**src/rtl/leaf_stream_buffer.sv**
```systemverilog
// leaf_stream_buffer
// Bank of NUM_CH independent first-word-fall-through FIFOs, each
// 2**DEPTH_BITS entries deep, with valid/ack handshakes on both sides.
// Each channel reports its free-entry count and keeps a sticky overflow
// flag that is set when upstream offers data while the channel is full.
//
// Optional feature: define LEAF_STREAM_BUFFER_STATS_EN to add the stall_cnt
// output. Each 16-bit slice counts cycles in which a channel holds data
// that downstream does not accept. The count saturates at 0xFFFF.
//
// Upstream ready (ack_out), downstream valid (vld_out), freespace and
// ovf_err are all flops. They are computed from the next occupancy, so
// ack_in and vld_in never reach these outputs through combinational logic.
// Payload storage is not reset. Reset only clears pointers, counters and
// flags, so any buffered word becomes unreachable.

module leaf_stream_buffer #(
    parameter int NUM_CH       = 4,
    parameter int PAYLOAD_BITS = 32,
    parameter int DEPTH_BITS   = 3
) (
    input  logic                              clk_user,
    input  logic                              reset_n,
    input  logic [NUM_CH*PAYLOAD_BITS-1:0]    din,
    input  logic [NUM_CH-1:0]                 vld_in,
    output logic [NUM_CH-1:0]                 ack_out,
    output logic [NUM_CH*PAYLOAD_BITS-1:0]    dout,
    output logic [NUM_CH-1:0]                 vld_out,
    input  logic [NUM_CH-1:0]                 ack_in,
    output logic [NUM_CH*(DEPTH_BITS+1)-1:0]  freespace,
    output logic [NUM_CH-1:0]                 ovf_err
`ifdef LEAF_STREAM_BUFFER_STATS_EN
    ,
    output logic [NUM_CH*16-1:0]              stall_cnt
`endif
);

    localparam int DEPTH = 1 << DEPTH_BITS;
    localparam int CW    = DEPTH_BITS + 1;
    localparam logic [CW-1:0] DEPTH_C = CW'(DEPTH);

    for (genvar g = 0; g < NUM_CH; g++) begin : g_ch

        logic [PAYLOAD_BITS-1:0] mem_r [DEPTH];
        logic [DEPTH_BITS-1:0]   wr_ptr_r;
        logic [DEPTH_BITS-1:0]   rd_ptr_r;
        logic [CW-1:0]           count_r;
        logic [CW-1:0]           count_nxt_s;
        logic [CW-1:0]           free_r;
        logic                    ack_r;
        logic                    vld_r;
        logic                    ovf_r;
        logic                    wr_en_s;
        logic                    rd_en_s;

        // Handshake decode: transfers happen only against the registered flags.
        always_comb begin
            wr_en_s = vld_in[g] & ack_r;
            rd_en_s = vld_r & ack_in[g];
        end

        // Next occupancy: write alone adds one, read alone removes one, both cancel.
        always_comb begin
            count_nxt_s = count_r;
            case ({wr_en_s, rd_en_s})
                2'b10:   count_nxt_s = count_r + CW'(1);
                2'b01:   count_nxt_s = count_r - CW'(1);
                default: count_nxt_s = count_r;
            endcase
        end

        // Pointer, occupancy, status flag and overflow state, cleared asynchronously.
        always_ff @(posedge clk_user or negedge reset_n) begin
            if (!reset_n) begin
                wr_ptr_r <= '0;
                rd_ptr_r <= '0;
                count_r  <= '0;
                free_r   <= DEPTH_C;
                ack_r    <= 1'b1;
                vld_r    <= 1'b0;
                ovf_r    <= 1'b0;
            end else begin
                if (wr_en_s) begin
                    wr_ptr_r <= wr_ptr_r + DEPTH_BITS'(1);
                end
                if (rd_en_s) begin
                    rd_ptr_r <= rd_ptr_r + DEPTH_BITS'(1);
                end
                count_r <= count_nxt_s;
                free_r  <= DEPTH_C - count_nxt_s;
                ack_r   <= (count_nxt_s != DEPTH_C);
                vld_r   <= (count_nxt_s != CW'(0));
                if (vld_in[g] && !ack_r) begin
                    ovf_r <= 1'b1;
                end
            end
        end

        // Payload storage, deliberately left out of reset.
        always_ff @(posedge clk_user) begin
            if (wr_en_s) begin
                mem_r[wr_ptr_r] <= din[g*PAYLOAD_BITS +: PAYLOAD_BITS];
            end
        end

        assign ack_out[g]                         = ack_r;
        assign vld_out[g]                         = vld_r;
        assign ovf_err[g]                         = ovf_r;
        assign freespace[g*CW +: CW]              = free_r;
        assign dout[g*PAYLOAD_BITS +: PAYLOAD_BITS] = mem_r[rd_ptr_r];

`ifdef LEAF_STREAM_BUFFER_STATS_EN
        logic [15:0] stall_r;

        // Saturating count of cycles with data waiting and no downstream accept.
        always_ff @(posedge clk_user or negedge reset_n) begin
            if (!reset_n) begin
                stall_r <= 16'h0000;
            end else if (vld_r && !ack_in[g] && (stall_r != 16'hFFFF)) begin
                stall_r <= stall_r + 16'h0001;
            end else begin
                stall_r <= stall_r;
            end
        end

        assign stall_cnt[g*16 +: 16] = stall_r;
`endif
    end

endmodule
```
**config.mk**
```make
export PLATFORM = sky130hd
export DESIGN_NAME = leaf_stream_buffer
export DESIGN_NICKNAME = d
export VERILOG_FILES = /design/src/rtl/leaf_stream_buffer.sv
export SDC_FILE = /design/constraint.sdc
export NUM_CORES = 1
export LEC_CHECK = 0
export CELL_PAD_IN_SITES_DETAIL_PLACEMENT = 2
export CELL_PAD_IN_SITES_GLOBAL_PLACEMENT = 2
export CORE_MARGIN = 2
export CORE_UTILIZATION = 32
export CTS_BUF_LIST = sky130_fd_sc_hd__clkbuf_8 sky130_fd_sc_hd__clkbuf_16
export DETAILED_ROUTE_END_ITERATION = 7
export DONT_BUFFER_PORTS = 1
export GPL_TIMING_DRIVEN = 1
export PLACE_DENSITY_LB_ADDON = 0.1
export SLEW_MARGIN = 40
export SYNTH_ARGS = -nofsm -noshare
export SYNTH_HDL_FRONTEND = slang
export SYNTH_SLANG_ARGS = --single-unit
```
**constraint.sdc**
```tcl
create_clock -name clk_user -period 4.2 [get_ports clk_user]
set_input_delay 0.63 -clock clk_user [delete_from_list [all_inputs] [get_ports clk_user]]
set_output_delay 0.63 -clock clk_user [all_outputs]
set_load 0.03 [all_outputs]
```
# Word-level counts from Yosys, hierarchy flattened
# Memory sizes are Yosys's and may differ from the RTL's.
# Index checks and enable logic that the tools add are counted.
[word_totals]
register_bits = 68
mem_bits_rw = 1024
in_bits = 138
n_memories = 4
[memory_table]
columns = ["name", "words", "width", "read_ports", "rd_ports_with_merged_regs", "write_ports", "line_no", "rtl"]
rows = [
  ["g_ch[0].mem_r", 8, 32, 1, 0, 1, "44", "logic [PAYLOAD_BITS-1:0] mem_r [DEPTH];"],
  ["g_ch[1].mem_r", 8, 32, 1, 0, 1, "44", ""],
  ["g_ch[2].mem_r", 8, 32, 1, 0, 1, "44", ""],
  ["g_ch[3].mem_r", 8, 32, 1, 0, 1, "44", ""],
]
[classes]
add_sub_neg = 20
eq_ne = 12
muxes = 12
bitwise = 8
reduce_logical = 12
[op_table]
columns = ["operator", "n"]
rows = [
  ["$pmux W4 S2", 4],
  ["$add A3 B1 Y3 const B", 8],
  ["$add A4 B1 Y4 const B", 4],
  ["$ne A4 B4 Y1 const B", 4],
  ["$reduce_bool A4 Y1", 4],
  ["$sub A4 B1 Y4 const B", 4],
  ["$sub A4 B4 Y4 const A", 4],
  ["$and A1 B1 Y1", 8],
  ["$eq A2 B1 Y1 const B", 4],
  ["$eq A2 B2 Y1 const B", 4],
  ["$mux W1", 8],
  ["$logic_and A1 B1 Y1", 4],
  ["$logic_not A1 Y1", 4],
]

# Longest topological paths before layout
[depth]
depth_word = 4
ltp_mapped = 12
ltp_nobuf = 11

# Worst setup path after synthesis
# OpenSTA, ideal clock, no wires.
[synth_timing]
path_type = "input to register"
start = "in vld_in[1]"
end = "mem g_ch[1].mem_r[0][0] (enable)"
setup_time_ns = 0.501
arrival_ns = 4.004
t_required_ns = 3.699
path_slack_ns = -0.306
stages = 4
path_cell_list = "and2_4 buf_6 clkinv_8 nor4_1"
[synth_via]
elab_chain_cells = 3
[synth_rtl]
columns = ["element", "line_no", "rtl"]
rows = [
  ["start: declaration", "25", "input logic [NUM_CH-1:0] vld_in,"],
  ["$and A1 B1 Y1", "58", "wr_en_s = vld_in[g] & ack_r;"],
  ["$mux W1", "101", "if (wr_en_s) begin"],
  ["$mux W1 (implied by the code)", "102", "mem_r[wr_ptr_r] <= din[g*PAYLOAD_BITS +: PAYLOAD_BITS];"],
  ["end: declaration", "44", ""],
]
# No other way between the ends.

# Worst setup path after layout
[layout_timing]
start = "reg g_ch[3].rd_ptr_r[0]"
end = "out dout[97]"
[layout_via]
elab_chain_cells = 1
[layout_rtl]
columns = ["element", "line_no", "rtl"]
rows = [
  ["start: declaration", "46", "logic [DEPTH_BITS-1:0] rd_ptr_r;"],
  ["start signal: assignment", "87", "rd_ptr_r <= rd_ptr_r + DEPTH_BITS'(1);"],
  ["$mem_v2 Z8 W32", "--", ""],
  ["end: declaration", "27", "output logic [NUM_CH*PAYLOAD_BITS-1:0] dout,"],
]
# No other way between the ends.

==> summary.txt <==
Global route
  – Total congestion overflow: 0
  – Largest net degree at the start of global routing: 67
  – Vias in the first global route: 21,100
  – First-pass GRT wire length: 144,000 um
  – Initial antenna violation count: 14
  – Total GRT Usage: 14.9%

Timing
  – Final worst path period share: 85.0%
  – Rel. slew slack: 45.1%
  – RSZ-0062 raised after global routing: no
  – Setup violations, final: 0
  – Setup TNS: 0 ns
  – Final Hold Fails: 0
  – Pins Over Slew Limit: 0
  – Max frequency: 280 MHz
  – Final min period: 3.57 ns
  – Skew final: 0.0252 ns
  – Worst slew pin tran: 0.823 ns

Route
  – Initial DRC count: 1,120
  – Drt pass-1 iters: 4
  – Routed length per instance: 25.5 um
  – Post-DRT Antenna Nets: 0
  – Vias per inst: 4.79
  – DRC: 0
  – WL final: 98,700 um
  – Vias: 18,500

Floorplan
  – Die height: 365 um
  – Die ar.: 133,000 um2
  – Initial Util: 32.2%
  – Core Rows: 132
  – I/O Pins: 294
  – Die outline width: 365 um
  – Core Footprint: 129,000 um2

Logic synthesis
  – Post-Syn Area: 41,600 um2
  – Yosys warnings: 0
  – Net count after synthesis: 1,959
  – Share of synthesized registers carrying an async set or reset: 5.88%
  – Cell accounting for the most synthesized area: edfxtp_1
  – Top-count cell post-synth: edfxtp_1
  – Sequential fraction of the synthesis area: 77.7%
  – Ranking of synthesized cells by area: edfxtp_1 74%, mux4_2 14%, mux2_2 3.7%
  – Avg Cell Area, Syn: 23.1 um2
  – Commonest cells post-synth: 1,024 x edfxtp_1, 256 x mux4_2, 136 x mux2_2
  – #FFs+latches synth: 1,088
  – Number of synthesized flops with an enable pin: 1,024
  – Ys flop type: edfxtp_1
  – Mapped Cells: 1,801
  – Yosys top cell area share: 73.9%
  – Library cells used by synthesis: 37

Cells and area
  – Share of layout cells above drive strength 1: 31.5%
  – FF/Latch Area: 32,400 um2
  – Footprint of the multi-input gates: 8970 um2
  – # fillers: 12,000
  – Utilization after layout: 38.1%
  – Layout area overhead: 18.4%
  – NumNets Final: 2,178

Worst setup path
  – Worst R2R Setup Slack: 1.31 ns
  – Critical Path Source Type: register
  – Slowest stage delay, CP: 0.87 ns
  – Maximum fanout along the worst path: 31
  – Critical Path AT: 2.94 ns
  – Worst-path cell chain: buf_4 -> mux4_2 -> mux2_2
  – CP endpoint kind: output pin
  – CP max stage cell: dfrtp_4
  – R2r worst-path depth: 11
  – Crit Path Category: reg -> out
  – Worst Path Required: 3.57 ns

Power and ir drop
  – Seq pwr share: 41.9%
  – PD cells: 749 nW/um2
  – Logic pwr share: 31.2%
  – Pint: 0.0242 W
  – Maximum VDD drop: 402 uV
  – Sw Share: 34.5%
  – NetSw: 0.0127 W
  – Fraction of power consumed by the clock network: 26.9%
  – Pleak: 15.8 nW

Place
  – GPL Wtd Cong: 0.699
  – IO buf count: 0
  – Detail Placement HPWL: 53,800 um

Min path
  – Hold path cells: 2
  – Hold Crit Class: in -> reg

Clocking
  – CTS Buffer Depth: 3
  – H-Tree Depth: 3
  – Post-cts repair resize count: 0
  – CTS tree: built
  – Clk sinks: 1,088
  – Worst-Skew Late Latency: 0.70 ns
  – Post CTS Setup Buffer Count: 0
  – Total CTS buffers: 119
  – Root Driver: clkbuf_16
  – CTS hold repair buffers: 134
  – Clock transition at the registers of the reported paths: 0.06 ns

Run status
  – Status: completed

Flow run
  – Max-cap violations: 0
through the flow:
step	setup WS (ns)	hold WS [ns]	cells	area, um2	power, W
after detailed placement	1.24	0.339	3506	44100	0.0274
after floorplan	0.548	0.334	1801	41700	0.0240
final	0.630	0.125	3868	49300	0.0369
after global routing	0.389	0.0586	3867	49300	0.0388
after CTS	0.437	0.0316	3861	49200	0.0378
after global placement	1.27	0.337	3506	44100	0.0272
worst max-delay path, delay by kind of cell, from the launching register on:
kind | cells | cell delay, ns
buffers and inverters | 1 | 0.40
multiplexers | 2 | 0.94
flip-flops | 1 | 0.87
flip-flops by register name (all words and copies together) (netlist names):
| name | flops |
|---|---|
| g_ch.mem_r | 1024 |
| g_ch.rd_ptr_r | 12 |
| g_ch.ovf_r | 4 |
| g_ch.vld_r | 4 |
| g_ch.ack_r | 4 |
| g_ch.free_r | 16 |
| g_ch.count_r | 12 |
| g_ch.wr_ptr_r | 12 |
area by class of cell:
cell class	count	share of cell area, %
clock buffer	131	6.47
timing repair buffer	187	3.83
multi-input combinational	600	18.2
clock inverter	90	1.12
sequential	1088	65.7
tap	1742	4.42
antenna	6	0.0305
inverter	24	0.208
logic make-up after synthesis:
logic type / count (synthesis) / share of synthesized area (%)
mux: 396 / 17.6
compound gates: 34 / 0.523
simple gates: 107 / 1.32
flops: 1088 / 77.7
fa+ha+maj: 20 / 0.601
buf+inv: 113 / 1.28
xor+xnor: 43 / 0.923
path summary, 6_finish.rpt:
kind / startpoint / to
worst min-delay path: vld_in[3] / g_ch[3].wr_ptr_r[2]
worst min register to register: g_ch[1].count_r[3] / g_ch[1].count_r[3]
max in group asynchronous: reset_n / g_ch[1].ack_r
worst max register to register: g_ch[1].vld_r / g_ch[1].vld_r
min in group asynchronous: reset_n / g_ch[2].ovf_r
worst max-delay path: g_ch[3].rd_ptr_r[0] / dout[97]
metal layers:
layer  track usage [%]  vias to the layer above  wire [um]
met5                 0                        -        104
met4              3.91                       16       2090
met3              4.43                      147       5570
met2              25.7                      339      50200
met1              18.2                    10000      40700
li1                  -                     7972          -
power groups by stage:
stage,clock network (W),registers [W],logic [W]
final,0.00992,0.0155,0.0115
after global routing,0.0107,0.0157,0.0124
after CTS,0.0103,0.0156,0.0119
after detailed placement,0,0.0158,0.0116
after global placement,0,0.0157,0.0115
after floorplan,0,0.0147,0.00931
layout by cell type (no fill, tap or decap), types with 7 or more instances in the layout:
| cell type | instances |
|---|---|
| nor2_4 | 12 |
| nand3_1 | 14 |
| xnor2_1 | 34 |
| nor3_2 | 16 |
| clkinv_1 | 20 |
| dfrtp_1 | 46 |
| buf_12 | 9 |
| nor3_1 | 7 |
| xor2_1 | 8 |
| mux2_2 | 136 |
| nor3b_1 | 9 |
| nand2b_1 | 8 |
| clkinv_2 | 18 |
| dfstp_2 | 8 |
| mux4_2 | 256 |
| ha_1 | 20 |
| clkbuf_8 | 8 |
| dlygate4sd3_1 | 133 |
| nand2_1 | 22 |
| a21oi_1 | 11 |
| inv_1 | 62 |
| buf_4 | 43 |
| clkbuf_16 | 123 |
| edfxtp_1 | 1024 |
(Power assumes the default switching activity.)
